[src/rtl/rf_write_queue.sv]
// In-order writeback queue for a single-write-port register file: merges ALU and
// load-return writes, drains one per cycle, and forwards the newest pending value.
module rf_write_queue #(
  parameter int DEPTH = 4,
  parameter int AW    = 5,
  parameter int DW    = 32
) (
  input  logic                     clk,
  input  logic                     rst,
  input  logic                     alu_wr_valid,
  input  logic [AW-1:0]            alu_wr_addr,
  input  logic [DW-1:0]            alu_wr_data,
  output logic                     alu_wr_ready,
  input  logic                     mem_wr_valid,
  input  logic [AW-1:0]            mem_wr_addr,
  input  logic [DW-1:0]            mem_wr_data,
  output logic                     mem_wr_ready,
  output logic                     rf_wr,
  output logic [AW-1:0]            rf_a3,
  output logic [DW-1:0]            rf_wd,
  input  logic [AW-1:0]            fwd_a1,
  input  logic [AW-1:0]            fwd_a2,
  output logic                     fwd_hit1,
  output logic                     fwd_hit2,
  output logic [DW-1:0]            fwd_d1,
  output logic [DW-1:0]            fwd_d2,
  output logic [$clog2(DEPTH):0]   count
);

  localparam int PW = $clog2(DEPTH);
  localparam int CW = PW + 1;
  localparam logic [CW-1:0] DEPTH_C = CW'(DEPTH);

  logic [AW-1:0] addr_q [DEPTH];
  logic [DW-1:0] data_q [DEPTH];

  logic [PW-1:0] head_q, head_d;
  logic [PW-1:0] tail_q, tail_d;
  logic [CW-1:0] count_q, count_d;

  logic          pop;
  logic          mem_push, alu_push;
  logic          mem_nonzero;
  logic [CW-1:0] free;
  logic [CW-1:0] alu_need;
  logic [PW-1:0] alu_slot;

  // The head entry drains every cycle the queue is non-empty, so its slot is
  // already reusable by a push on the same edge.
  assign pop          = (count_q != '0);
  assign free         = DEPTH_C - count_q + CW'(pop);
  assign mem_nonzero  = mem_wr_valid && (mem_wr_addr != '0);
  assign alu_need     = CW'(1) + CW'(mem_nonzero);
  assign mem_wr_ready = (free >= CW'(1));
  assign alu_wr_ready = (free >= alu_need);

  // Writes to r0 complete the handshake but are dropped here.
  assign mem_push = mem_wr_valid && mem_wr_ready && (mem_wr_addr != '0);
  assign alu_push = alu_wr_valid && alu_wr_ready && (alu_wr_addr != '0);
  assign alu_slot = tail_q + PW'(mem_push);

  assign head_d  = head_q + PW'(pop);
  assign tail_d  = tail_q + PW'(mem_push) + PW'(alu_push);
  assign count_d = count_q - CW'(pop) + CW'(mem_push) + CW'(alu_push);

  always_ff @(posedge clk or negedge rst) begin
    if (!rst) begin
      head_q  <= '0;
      tail_q  <= '0;
      count_q <= '0;
    end else begin
      head_q  <= head_d;
      tail_q  <= tail_d;
      count_q <= count_d;
    end
  end

  // Load return is the older instruction, so it takes the lower slot.
  always_ff @(posedge clk) begin
    if (mem_push) begin
      addr_q[tail_q] <= mem_wr_addr;
      data_q[tail_q] <= mem_wr_data;
    end
    if (alu_push) begin
      addr_q[alu_slot] <= alu_wr_addr;
      data_q[alu_slot] <= alu_wr_data;
    end
  end

  assign rf_wr = pop;
  assign rf_a3 = pop ? addr_q[head_q] : '0;
  assign rf_wd = pop ? data_q[head_q] : '0;
  assign count = count_q;

  // Scan oldest to newest so a later match overrides an earlier one.
  always_comb begin
    logic [PW-1:0] idx;
    idx      = '0;
    fwd_hit1 = 1'b0;
    fwd_hit2 = 1'b0;
    fwd_d1   = '0;
    fwd_d2   = '0;
    for (int i = 0; i < DEPTH; i++) begin
      idx = head_q + PW'(i);
      if (CW'(i) < count_q) begin
        if ((fwd_a1 != '0) && (addr_q[idx] == fwd_a1)) begin
          fwd_hit1 = 1'b1;
          fwd_d1   = data_q[idx];
        end
        if ((fwd_a2 != '0) && (addr_q[idx] == fwd_a2)) begin
          fwd_hit2 = 1'b1;
          fwd_d2   = data_q[idx];
        end
      end
    end
  end

endmodule
[config.mk]
export PLATFORM = sky130hd
export DESIGN_NAME = rf_write_queue
export DESIGN_NICKNAME = d
export VERILOG_FILES = /design/src/rtl/rf_write_queue.sv
export SDC_FILE = /design/constraint.sdc
export NUM_CORES = 1
export LEC_CHECK = 0
export ABC_AREA = 1
export ABC_CLOCK_PERIOD_IN_PS = 8000
export BUFFER_PORTS_ARGS = -buffer_cell sky130_fd_sc_hd__clkbuf_2
export CAP_MARGIN = 25
export CORE_MARGIN = 8
export CORE_UTILIZATION = 59
export CTS_BUF_LIST = sky130_fd_sc_hd__clkbuf_4
export CTS_CLUSTER_SIZE = 40
export DETAILED_ROUTE_END_ITERATION = 7
export PLACE_DENSITY_LB_ADDON = 0.12
export SYNTH_ARGS = -nofsm -noshare
export SYNTH_HDL_FRONTEND = slang
export SYNTH_SLANG_ARGS = --single-unit
[constraint.sdc]
create_clock -name clk -period 8 [get_ports clk]
set_input_delay 0.8 -clock clk [delete_from_list [all_inputs] [get_ports clk]]
set_output_delay 0.8 -clock clk [all_outputs]
set_load 0.01 [all_outputs]
==> key figures, run 1 <==
Cells and area
  • Final instance area: 15100 µm²
  • Fin nets: 2306
  • Storage cell area: 4620 µm²
  • Most common cell after layout, fill and taps aside: sky130_fd_sc_hd__nand2_1
  • Filler cells: 2165
  • Fraction of final layout cells with drive strength greater than 1: 14.4%
  • Synth-to-layout area growth: 7.15%
  • Final cell count without fillers: 2537
  • Area used by multi-input combinational logic: 7930 µm²
  • Leading cell types in the layout, fill and taps excluded: 696 x sky130_fd_sc_hd__nand2_1, 297 x sky130_fd_sc_hd__nor2_1, 285 x sky130_fd_sc_hd__o21ai_0
  • Share of the core filled with cells: 64.3%

Setup path
  • Critical Setup Path Class: reg2out
  • Required time of the critical path: 7.20 ns
  • Arrival time of the worst setup path: 4.85 ns
  • Sequence of cells on the critical path: buf_4 -> nand2_1 -> nand2_1 -> nand2_1 -> nand3_1 -> nand2_1 -> nor2_1 -> nand3_2 -> buf_4 -> nor2_1 -> nor2_1 -> nand2_1 -> nand2_1 -> nand2_1 -> clkbuf_2
  • Worst path slowest cell: sky130_fd_sc_hd__dfrtp_4
  • Delay of the slowest cell on the worst path: 0.95 ns
  • Cell mode on critical path: sky130_fd_sc_hd__nand2_1
  • Critical Path End Type: output port
  • Critical Path Start Type: register
  • Critical-path maximum fanout: 71

STA
  • Worst Tran Pin Value: 1.10 ns
  • Largest clock skew in the final design: 0.0338 ns
  • Hold WS: 0.0384 ns
  • Minimum clock period after layout: 5.65 ns
  • Maximum operating frequency: 177 MHz
  • Total Neg Setup Slack: 0 ns
  • Number of failing setup endpoints in the final timing report: 0
  • Setup repair after global routing missed its margin: false
  • Worst-case setup margin in the final layout: 2.35 ns
  • Count of pins over their slew limit: 0
  • Max transition margin: 26.3%
  • Final worst path period share: 70.6%
  • Number of endpoints with negative hold slack in the final report: 0

Synthesis
  • Post-synth EDFFs: 148
  • Number of synthesized register bits: 155
  • Seq/Total Area, Yosys: 32.8%
  • Post-Syn Area per Cell: 6.68 µm²
  • Synth Warn #: 0
  • Most used flip-flop cell after synthesis: sky130_fd_sc_hd__edfxtp_1
  • Netlist cell types: 34
  • Syn Std Cell Area: 14100 µm²
  • Share of flip-flops with an asynchronous set or reset after synthesis: 4.52%
  • Gate count of the mapped netlist: 2108
  • Post-Syn Nets: 2208

Placement
  • Worst setup slack before clock tree synthesis: 3.02 ns
  • Detailed placer's ending HPWL: 27900 µm
  • Last weighted congestion value of the routability-driven placer: 0.928
  • DP Cell Count: 2505
  • Placed cell area: 14800 µm²
  • # port buffers: 196

Power and ir drop
  • P_leak: 7.83 nW
  • Power Dens Cells: 478 nW/µm²
  • PnR Total Power: 7.21 mW
  • Worst vdd rail ir drop: 0.000308 V

Die
  • Num ports: 197
  • Die Y: 171 µm
  • Number of placement rows: 56
  • Full die area: 29100 µm²
  • Initial core utilization: 60.0%
  • Floorplan Core Area: 23500 µm²
  • Width of the die: 171 µm

Drt
  • Wire length per cell after detailed routing: 16.5 µm
  • Total Wirelength: 41800 µm
  • Pre-Repair DR Iteration Count: 6
  • Via-to-Cell Ratio: 5.53
  • Remaining number of nets flagged by the antenna check after routing: 0
  • Vias after detailed routing: 14000
  • Violation count after the first detailed-route iteration: 1448
  • Drc violations: 0

CTS
  • CTS Buf Count: 17
  • Clock Path Buffers: 2
  • Setup bufs post-CTS: 0
  • Number of gates resized after CTS: 0
  • Clock tree from TritonCTS: built
  • Clk pin slew, worst setup/hold paths: 0.15 ns
  • Clk_lat worst skew: 0.59 ns
  • Number of hold buffers added after CTS: 0
  • Clk sinks: 155
  • Clk root buf: sky130_fd_sc_hd__clkbuf_4
  • Clock H-tree levels: 4

GRT
  • Combined global-route utilization of all metal layers: 28.4%
  • Global-route wire length before repair: 66000 µm
  • Maximum number of pins on one net before global-route repair: 103
  • Antenna violations before repair: 3
  • Vias in the first global route: 13200
  • Global route total overflow: 0

Hold path
  • Class of the tightest hold or removal check: in2async

Run status
  • Status: complete, no violations

Run
  • Max-capacitance violation count: 0
## final cells by class
type	count	share of cell area, %
antenna	2	0.0332
clock inverter	12	0.845
multi-input combinational	1629	52.6
tap	319	2.64
timing repair buffer	216	7.76
clock buffer	17	0.845
inverter	187	4.69
sequential	155	30.6
## kinds of logic (layout without fill, tap and decap cells)
family | Yosys count | count (layout) | synth area share [%]
buf+inv | 324 | 432 | 11.5
other cells | 0 | 2 | 0
compound gates | 299 | 299 | 10.7
xor+xnor | 11 | 11 | 0.684
simple gates | 1179 | 1179 | 34.0
flops | 155 | 155 | 32.8
mux | 128 | 128 | 9.09
fa+ha+maj | 12 | 12 | 1.17
## cell usage after synthesis, types with 7 or more instances
library cell | n | area share, %
sky130_fd_sc_hd__nand2_1 | 698 | 19
sky130_fd_sc_hd__nor2_2 | 34 | 1.5
sky130_fd_sc_hd__dfrtp_1 | 7 | 1.2
sky130_fd_sc_hd__edfxtp_1 | 148 | 32
sky130_fd_sc_hd__clkbuf_1 | 41 | 1.1
sky130_fd_sc_hd__o21ai_0 | 287 | 10
sky130_fd_sc_hd__buf_6 | 21 | 1.7
sky130_fd_sc_hd__xor2_1 | 7 | 0.44
sky130_fd_sc_hd__nand3_1 | 115 | 4.1
sky130_fd_sc_hd__nor2_1 | 297 | 7.9
sky130_fd_sc_hd__buf_1 | 17 | 0.45
sky130_fd_sc_hd__buf_2 | 23 | 0.82
sky130_fd_sc_hd__mux2i_1 | 128 | 9.1
sky130_fd_sc_hd__ha_1 | 10 | 0.89
sky130_fd_sc_hd__inv_1 | 183 | 4.9
sky130_fd_sc_hd__nand2_2 | 14 | 0.62
sky130_fd_sc_hd__buf_4 | 25 | 1.3
## registers in the layout (all words and copies together) (netlist names)
| name | count |
|---|---|
| data_q | 128 |
| addr_q | 20 |
| head_q | 2 |
| count | 3 |
| tail_q | 2 |
## where the power goes
| part | switching, mW | total, mW | internal, mW |
|---|---|---|---|
| registers | 0.280 | 1.76 | 1.48 |
| logic | 3.43 | 4.98 | 1.55 |
| clock network | 0.288 | 0.466 | 0.178 |
## worst max-delay path: cells and delay by family (launching register included)
kind | cells | cell delay (ns)
buffers and inverters | 3 | 1.47
flip-flops | 1 | 0.95
AND/OR/NAND/NOR | 12 | 1.78
## per-layer routing
metal  global-route usage (%)  share of wire, %
met5                        0             0.031
met1                     36.8                42
met2                     47.6                47
met3                     4.08               8.3
met4                     10.2               2.3
## worst paths after layout
check | start | depth (start not counted) | to | slack, ns
worst max-delay path | head_q[0]$_DFF_PN0_ | 15 | fwd_d2[10] | 2.35
worst min-delay path | rst | 1 | tail_q[1]$_DFF_PN0_ | 0.04
worst max register to register | count[2]$_DFF_PN0_ | 15 | data_q[3][19]$_DFFE_PP_ | 3.75
worst min register to register | tail_q[1]$_DFF_PN0_ | 2 | tail_q[1]$_DFF_PN0_ | 0.80
max in group asynchronous | rst | 1 | head_q[0]$_DFF_PN0_ | 7.74
min in group clk | mem_wr_data[16] | 3 | data_q[3][16]$_DFFE_PP_ | 0.52
Note: power is estimated with default switching activity, not from simulation.
==> inputs of run 2 (changes only) <==
- ABC_CLOCK_PERIOD_IN_PS: 8000 -> 5610
- clock period: 8 -> 5.61 ns (I/O delays scaled with it)
==> key figures, run 2 (synthesized netlist as in run 1, its figures left out) <==
Run status
  • Status: complete, no violations

CTS
  • Number of gates resized after CTS: 0 (unchanged)
  • Clk sinks: 155 (unchanged)
  • Clock tree from TritonCTS: built
  • CTS Buf Count: 17 (unchanged)
  • Clk pin slew, worst setup/hold paths: 0.15 ns (about the same)
  • Clk root buf: sky130_fd_sc_hd__clkbuf_4
  • Clock Path Buffers: 2 (unchanged)
  • Clk_lat worst skew: 0.56 ns (-0.03 ns)
  • Clock H-tree levels: 4 (unchanged)
  • Number of hold buffers added after CTS: 1 (+1)
  • Setup bufs post-CTS: 0 (unchanged)

STA
  • Maximum operating frequency: 194 MHz
  • Number of endpoints with negative hold slack in the final report: 0 (unchanged)
  • Largest clock skew in the final design: 0.0262 ns (-0.00754 ns)
  • Total Neg Setup Slack: 0 ns (unchanged)
  • Final worst path period share: 91.8%
  • Count of pins over their slew limit: 0 (unchanged)
  • Setup repair after global routing missed its margin: false
  • Worst Tran Pin Value: 1.10 ns (-0.00617 ns)
  • Number of failing setup endpoints in the final timing report: 0 (unchanged)
  • Max transition margin: 26.8% (+0.41 points)
  • Minimum clock period after layout: 5.15 ns

Die
  • Initial core utilization: 60.0% (unchanged)
  • Full die area: 29100 µm² (unchanged)
  • Die Y: 171 µm (unchanged)
  • Num ports: 197 (unchanged)
  • Floorplan Core Area: 23500 µm² (unchanged)
  • Width of the die: 171 µm (unchanged)
  • Number of placement rows: 56 (unchanged)

GRT
  • Global route total overflow: 0 (unchanged)
  • Maximum number of pins on one net before global-route repair: 81 (-21%)
  • Vias in the first global route: 13000 (-0.93%)
  • Global-route wire length before repair: 66400 µm (+0.55%)
  • Antenna violations before repair: 3 (unchanged)
  • Combined global-route utilization of all metal layers: 28.6% (+0.18 points)

Run
  • Max-capacitance violation count: 0 (unchanged)

Placement
  • Placed cell area: 14800 µm² (about the same)
  • # port buffers: 196 (unchanged)
  • Last weighted congestion value of the routability-driven placer: 0.882 (-5.0%)
  • Detailed placer's ending HPWL: 28700 µm (+3.1%)

Setup path
  • Worst path slowest cell: sky130_fd_sc_hd__dfrtp_4
  • Cell mode on critical path: sky130_fd_sc_hd__nand2_1
  • Reg2Reg Depth: 14 (-1)
  • Worst reg2reg startpoint: count[2]$_DFF_PN0_
  • Critical Setup Path Class: reg2out
  • Critical Path End Type: output port
  • Register-to-register setup slack: 1.43 ns (-2.32 ns)
  • Critical Path Start Type: register
  • Capturing point of the worst reg2reg path: data_q[2][18]$_DFFE_PP_
  • Delay of the slowest cell on the worst path: 0.90 ns (-0.05 ns)
  • Worst Setup EP: fwd_d1[31]
  • Setup crit start: head_q[0]$_DFF_PN0_
  • Critical-path maximum fanout: 53 (-25%)
  • Sequence of cells on the critical path: buf_4 -> nand2_1 -> nand2_1 -> nand2_1 -> nand3_1 -> nand2_1 -> nor2_1 -> nand3_2 -> buf_4 -> nor2_1 -> nor2_1 -> nand2_1 -> nand2_1 -> nand2_1 -> clkbuf_2
  • Arrival time of the worst setup path: 4.59 ns (-0.26 ns)
  • Required time of the critical path: 5.05 ns (-2.15 ns)

Power and ir drop
  • Power Dens Cells: 680 nW/µm² (+42%)
  • Worst vdd rail ir drop: 0.000365 V (+19%)
  • P_leak: 7.86 nW (+0.40%)

Drt
  • Drc violations: 0 (unchanged)
  • Pre-Repair DR Iteration Count: 6 (unchanged)
  • Wire length per cell after detailed routing: 16.5 µm (+0.30%)
  • Vias after detailed routing: 14200 (+1.1%)
  • Via-to-Cell Ratio: 5.57 (+0.85%)
  • Violation count after the first detailed-route iteration: 1494 (+3.2%)
  • Total Wirelength: 42000 µm (+0.57%)
  • Remaining number of nets flagged by the antenna check after routing: 0 (unchanged)

Cells and area
  • Leading cell types in the layout, fill and taps excluded: 696 x sky130_fd_sc_hd__nand2_1, 297 x sky130_fd_sc_hd__nor2_1, 285 x sky130_fd_sc_hd__o21ai_0
  • Synth-to-layout area growth: 7.58%
  • Final instance area: 15200 µm² (+0.40%)
  • Most common cell after layout, fill and taps aside: sky130_fd_sc_hd__nand2_1
  • Filler cells: 2173 (+0.37%)
  • Register bank with the most flops: data_q
  • Max reg flops: 128 (unchanged)
  • Fraction of final layout cells with drive strength greater than 1: 14.7% (+0.27 points)
  • Fin nets: 2310 (+0.17%)

Hold path
  • Class of the tightest hold or removal check: in2reg
[run 2: cell types whose count changed in the layout (fill, tap and decap cells not counted), sizes merged]
cell         change
inv              +1
clkbuf           +2
clkinv           +1
bufinv           -1
dlygate4sd3      +1
buf              +3
[run 2: power by group]
group | internal (mW) | switching, mW | total, mW
registers | 2.12 | 0.391 | 2.51
clock network | 0.231 | 0.427 | 0.658
logic | 2.21 | 4.92 | 7.13
[run 2: worst max-delay path, delay by kind of cell, from the launching register on]
| kind | cells | cell delay, ns |
|---|---|---|
| simple gates | 12 | 1.60 |
| buf+inv | 3 | 1.44 |
| flops | 1 | 0.90 |
[run 2: worst min path at each step]
stage | endpoint | from | slack [ns] | depth (start not counted)
after detailed placement | tail_q[1]$_DFF_PN0_ | rst | 0.42 | 1
final | data_q[1][15]$_DFFE_PP_ | mem_wr_data[15] | 0.32 | 3
after global routing | data_q[1][16]$_DFFE_PP_ | mem_wr_data[16] | 0.28 | 3
after CTS | data_q[2][15]$_DFFE_PP_ | mem_wr_data[15] | 0.27 | 3
after global placement | tail_q[1]$_DFF_PN0_ | rst | 0.42 | 1
after floorplan | count[0]$_DFF_PN0_ | rst | 0.27 | 0
[run 2: metal layers]
metal	part of all wire, %	track usage [%]	routed length [µm]
met3	9.2	4.68	3870
met5	0.026	0	11
met1	42	37.6	17600
met4	2.3	10.9	969
met2	47	46.5	19600
[run 2: metrics by stage]
step	instances	util [%]	power [mW]	worst slack [ns]	hold WS, ns
2_1_floorplan	2108	-	7.61	0.479	0.265
3_3_place_gp	2506	63.0	9.37	1.24	0.419
3_5_place_dp	2506	63.0	9.55	1.18	0.424
4_1_cts	2539	64.2	10.2	0.498	0.274
5_1_grt	2544	64.6	11.2	0.0761	0.280
6_report	2544	64.6	10.3	0.460	0.318
[run 2: area by class of cell]
cell class                      instances  area (µm²)  share of cell area (%)
Multi-Input combinational cell       1629        7930                    52.3
Sequential cell                       155        4620                    30.5
Timing Repair Buffer                  220        1220                    8.07
Inverter                              187         708                    4.67
Tap cell                              319         399                    2.63
Clock buffer                           19         143                   0.941
Clock inverter                         13         120                   0.793
Antenna cell                            2        5.00                  0.0330
